==> src/rtl/proc_clk_ctrl.sv <==
// rtl/proc_clk_ctrl.sv - free-run / debounced single-step clock enable for procesadorArm
// Optional CYCLE_COUNT_EN adds a 32-bit enabled-cycle counter port.
module proc_clk_ctrl #(
  parameter int DEBOUNCE_CYCLES = 500000,
  parameter int STEP_BURST      = 1
) (
  input  logic        clk,
  input  logic        rst,
  input  logic        clk_step,
  input  logic        clk_select,
  output logic        cpu_ce,
  output logic        step_busy,
  output logic        mode_step
`ifdef CYCLE_COUNT_EN
  ,
  output logic [31:0] cycle_count
`endif
);

  localparam int DW = $clog2(DEBOUNCE_CYCLES + 1);
  localparam int BW = $clog2(STEP_BURST + 1);
  localparam logic [DW-1:0] DEB_MAX   = DW'(DEBOUNCE_CYCLES);
  localparam logic [DW-1:0] DEB_ONE   = DW'(1);
  localparam logic [BW-1:0] BURST_MAX = BW'(STEP_BURST);
  localparam logic [BW-1:0] BURST_ONE = BW'(1);

  typedef enum logic [1:0] {
    IDLE,
    DEBOUNCE_P,
    PULSE,
    WAIT_REL
  } state_t;

  state_t        state, state_nx;
  logic          step_s1, step_s2;
  logic          sel_s1, sel_s2;
  logic [DW-1:0] deb_cnt, deb_nx, deb_inc;
  logic [BW-1:0] burst_cnt, burst_nx, burst_inc;
  logic          ce_nx;
  logic          busy_nx;

  assign deb_inc   = (deb_cnt == DEB_MAX) ? deb_cnt : deb_cnt + DEB_ONE;
  assign burst_inc = (burst_cnt == BURST_MAX) ? burst_cnt : burst_cnt + BURST_ONE;

  // sel_s2 is the value mode_step takes at this edge, so cpu_ce follows mode changes on the same edge
  always_comb begin
    state_nx = state;
    deb_nx   = deb_cnt;
    burst_nx = burst_cnt;
    ce_nx    = 1'b0;
    if (!sel_s2) begin
      state_nx = IDLE;
      deb_nx   = '0;
      burst_nx = '0;
      ce_nx    = 1'b1;
    end else if (!mode_step) begin
      // entering step mode: a button held through the switch must be released first
      state_nx = WAIT_REL;
      deb_nx   = '0;
      burst_nx = '0;
    end else begin
      case (state)
        IDLE: begin
          if (step_s2) begin
            state_nx = DEBOUNCE_P;
            deb_nx   = DEB_ONE;
          end
        end
        DEBOUNCE_P: begin
          if (deb_cnt == DEB_MAX) begin
            state_nx = PULSE;
            deb_nx   = '0;
            burst_nx = '0;
            ce_nx    = 1'b1;
          end else if (!step_s2) begin
            state_nx = IDLE;
            deb_nx   = '0;
          end else begin
            deb_nx = deb_inc;
          end
        end
        PULSE: begin
          burst_nx = burst_inc;
          if (burst_inc == BURST_MAX) begin
            state_nx = WAIT_REL;
            deb_nx   = '0;
          end else begin
            ce_nx = 1'b1;
          end
        end
        WAIT_REL: begin
          if (step_s2) begin
            deb_nx = '0;
          end else if (deb_inc == DEB_MAX) begin
            state_nx = IDLE;
            deb_nx   = '0;
          end else begin
            deb_nx = deb_inc;
          end
        end
        default: begin
          state_nx = IDLE;
          deb_nx   = '0;
          burst_nx = '0;
        end
      endcase
    end
    busy_nx = sel_s2 & (state_nx != IDLE);
  end

  always_ff @(posedge clk or negedge rst) begin
    if (!rst) begin
      step_s1   <= 1'b0;
      step_s2   <= 1'b0;
      sel_s1    <= 1'b0;
      sel_s2    <= 1'b0;
      mode_step <= 1'b0;
      state     <= IDLE;
      deb_cnt   <= '0;
      burst_cnt <= '0;
      cpu_ce    <= 1'b0;
      step_busy <= 1'b0;
    end else begin
      step_s1   <= clk_step;
      step_s2   <= step_s1;
      sel_s1    <= clk_select;
      sel_s2    <= sel_s1;
      mode_step <= sel_s2;
      state     <= state_nx;
      deb_cnt   <= deb_nx;
      burst_cnt <= burst_nx;
      cpu_ce    <= ce_nx;
      step_busy <= busy_nx;
    end
  end

`ifdef CYCLE_COUNT_EN
  always_ff @(posedge clk or negedge rst) begin
    if (!rst) begin
      cycle_count <= 32'd0;
    end else begin
      cycle_count <= cycle_count + {31'd0, cpu_ce};
    end
  end
`endif

endmodule

==> config.mk <==
export PLATFORM = sky130hd
export DESIGN_NAME = proc_clk_ctrl
export DESIGN_NICKNAME = d
export VERILOG_FILES = /design/src/rtl/proc_clk_ctrl.sv
export SDC_FILE = /design/constraint.sdc
export NUM_CORES = 1
export LEC_CHECK = 0
export ABC_AREA = 1
export ABC_CLOCK_PERIOD_IN_PS = 1900
export CAP_MARGIN = 20
export CORE_MARGIN = 2
export CORE_UTILIZATION = 30
export DETAILED_ROUTE_END_ITERATION = 8
export GPL_TIMING_DRIVEN = 0
export PLACE_DENSITY = 0.46
export SETUP_SLACK_MARGIN = 0.15
export SYNTH_ARGS = -nofsm -noshare
export SYNTH_HDL_FRONTEND = slang
export SYNTH_SLANG_ARGS = --single-unit
==> constraint.sdc <==
create_clock -name clk -period 1.9 [get_ports clk]
set_clock_uncertainty 0.15 [all_clocks]
set_input_delay 0.285 -clock clk [delete_from_list [all_inputs] [get_ports clk]]
set_output_delay 0.285 -clock clk [all_outputs]
set_load 0.1 [all_outputs]
==> reports/metrics.yaml <==
grt:
  grt_pass1_vias: 1720
  grt.overflow.total: 0
  grt_max_degree: 16
  antenna_found_initial: 0
  grt_pass1_wl_um: 8687
  grt_use_total: 0.1560
cts:
  clkSinkCount: 28
  h-tree-depth: 1
  hold_buffers: 0
  clk_pin_slew_worst_paths_ns: 0.09
  clk_latency_ns: 0.28
  cts_buffer_depth: 2
  cts_tree: "yes"
  cts_root_buffer: "clkbuf_8"
  numCtsBuffers: 3
min_path:
  min_path_cells: 0
  worstHoldPathType: "reg2reg"
  holdPathEnd: "step_s2"
  min_from: "step_s1"
yosys:
  syn_nets: 272
  ys_seq_area_frac: 0.3743
  synth_mux_area_frac: 0
  synth_area_um2: 1872
  synth_compound_area_frac: 0.09759
  synth_cells: 266
  postSynthAreaPerCell_um2: 7.037
  synth_top_family_by_area: "simple AND/OR/NAND/NOR gates"
  synthArstFlopShare: 1.000
  synthXorXnorAreaFrac: 0.02807
  yosys_warnings: 0
  synth-simple-area-share: 0.4044
  ys.flop_type: "dfrtp_1"
  ys_types: 28
  synth_edf_count: 0
  ys_ff_latch: 28
  synth_fa_ha_area_frac: 0.01337
power_and_ir_drop:
  p_clk_frac: 0.306
  internal_power_uw: 814.8
  peakVddDrop_uv: 235.3
  p_leak_nw: 1.053
  seqPwrFrac: 0.549
  p_sw_frac: 0.2767
  pwr-share-comb: 0.145
  p_sw_uw: 311.7
  power_density_nw_per_um2: 440.9
placement:
  dp_cells: 348
  place_congestion: 0.8236
  hpwl_um: 3749
  port_buffers: 6
routing:
  dr.pass1.iters: 4
  routedWlPerCell_um: 14.02
  top_layer: "met4"
  wl_met1_um: 2489
  wl_met3_um: 111
  postRouteWirelength_um: 5258
  ant_nets: 0
  viasPerCell: 4.827
  wl_met2_um: 2553
  drt_first_iter_violations: 116
  via_count: 1810
  drcViolationCount: 0
timing:
  fin_ws_ns: -0.3609
  slew_violations: 0
  max_freq_ghz: 0.4423
  tightest_slew_ns: 0.8165
  period_minus_slack_ns: 2.261
  hold_violations: 0
  period_share: 1.190
  timing.hold.ws_ns: 0.2083
  setup_viol: 22
  slew_headroom: 0.4540
  grt_setup_unrepaired: "true"
final_layout:
  final_cell_mix: "nand2_1, inv_1, nand3_1"
  final_common_cell: "nand2_1"
  nets: 307
  num-fill-cells: 620
  area_growth_pct: 36.50
  diodes: 0
  layoutNonFillerInstCount: 375
  drive_above_1_share: 0.3567
floorplanning:
  die_h_um: 82.99
  num_rows: 28
  core_um2: 5991
  dieArea_um2: 6887
  start_util: 0.3124
  pin_count: 7
  die_w_um: 82.99
critical_path:
  ff2ff_setup_slack_ns: -0.36
  critPathArrivalTime_ns: 2.28
  r2r_start: "deb_cnt[0]"
  cp.required_ns: 1.92
  cp_max_fo: 5
  critPathCaptureType: "register"
  worst_r2r_path_depth: 15
  worstSetupStartpointType: "register"
  path_class: "reg2reg"
  r2r-end: "deb_cnt[5]"
run_status:
  violations: "setup timing"
  outcome: "finished with violations"
job:
  maxCapViolations: 0
-- power by group through the flow --
stage          Combinational (mW)  Sequential, mW  Clock, mW
5_1_grt                     0.178           0.621      0.387
2_1_floorplan              0.0504           0.660          0
4_1_cts                     0.155           0.618      0.365
3_5_place_dp                0.132           0.630          0
6_report                    0.164           0.618      0.345
3_3_place_gp                0.125           0.630          0
-- Yosys cell counts (2+ instances only) --
library cell  number  share of area
o21ai_2           10          0.047
nand4_1           10          0.033
nand3_1           28          0.075
nand2_1           82           0.16
nor3_1             3         0.0080
nor2_1            25          0.050
xor2_1             5          0.023
ha_1               2          0.013
nor2_4             3          0.018
inv_1             31          0.062
dfrtp_1           28           0.37
o21ai_0            7          0.019
nor2_2             8          0.027
a21oi_1            5          0.013
nand2_2            6          0.020
-- area by class of cell --
type                    instances  area, µm²  area share
flip-flops and latches         28      715.7      0.2801
inverters                      32      120.1     0.04701
multi-input cells             202       1222      0.4785
clock buffers                   4      45.04     0.01763
well taps                      75      93.84     0.03673
repair buffers                 30      311.5      0.1219
plain buffers                   4      46.29     0.01812
-- metal layers --
layer / GRT usage / vias up
li1: - / 927
met1: 0.2153 / 846
met2: 0.2537 / 28
met3: 0.01690 / 9
met4: 0.05365 / 0
met5: 0 / -
-- critical path, stage by stage (launching register included) --
cell and delay [ns]:
dfrtp_2 0.42, ha_4 0.18, nand2_4 0.06, nor2_4 0.16
buf_6 0.13, nand2_4 0.05, nor2_4 0.12, xor2_2 0.17
nand3_1 0.10, nor2_2 0.13, nand2_1 0.07, nand2_2 0.07
nand2_4 0.07, nand2_8 0.09, buf_12 0.13, o21ai_2 0.05
-- cells by family after synthesis --
logic type / Yosys count
simple gates: 167
buf+inv: 36
xor+xnor: 6
compound gates: 27
fa+ha+maj: 2
flops: 28
-- stage by stage --
step / power (mW) / setup TNS [ns] / area (µm²) / util / worst slack, ns
2_1_floorplan: 0.7099 / -3.255 / 1883 / - / -0.2441
4_1_cts: 1.138 / -7.786 / 2350 / 0.3922 / -0.4001
6_report: 1.126 / -6.789 / 2555 / 0.4265 / -0.3609
5_1_grt: 1.185 / -9.654 / 2555 / 0.4265 / -0.4903
3_3_place_gp: 0.7556 / -18.56 / 2037 / 0.3400 / -0.7842
3_5_place_dp: 0.7617 / -13.18 / 2064 / 0.3446 / -0.7674
-- sequential cells by signal (all words and copies together), names as in the netlist --
register   cells
step_busy      1
sel_s1         1
mode_step      1
state          2
sel_s2         1
cpu_ce         1
deb_cnt       19
step_s1        1
step_s2        1
-- worst max-delay path by stage --
stage	startpoint	to	slack, ns	depth (start not counted)
CTS	deb_cnt[0]	deb_cnt[3]	-0.40	17
finish	deb_cnt[0]	deb_cnt[5]	-0.36	15
global route	deb_cnt[0]	deb_cnt[18]	-0.49	17
detailed placement	deb_cnt[0]	deb_cnt[3]	-0.77	17
global placement	deb_cnt[0]	deb_cnt[3]	-0.78	17
floorplan	deb_cnt[0]	deb_cnt[5]	-0.24	17
-- timing repair --
item	4_1_cts	5_1_grt
gates resized for setup	45	40
setup endpoints to repair	25	23
gates cloned	1	0
buffers inserted	12	10
pin swaps	16	25
(Power assumes the default switching activity.)
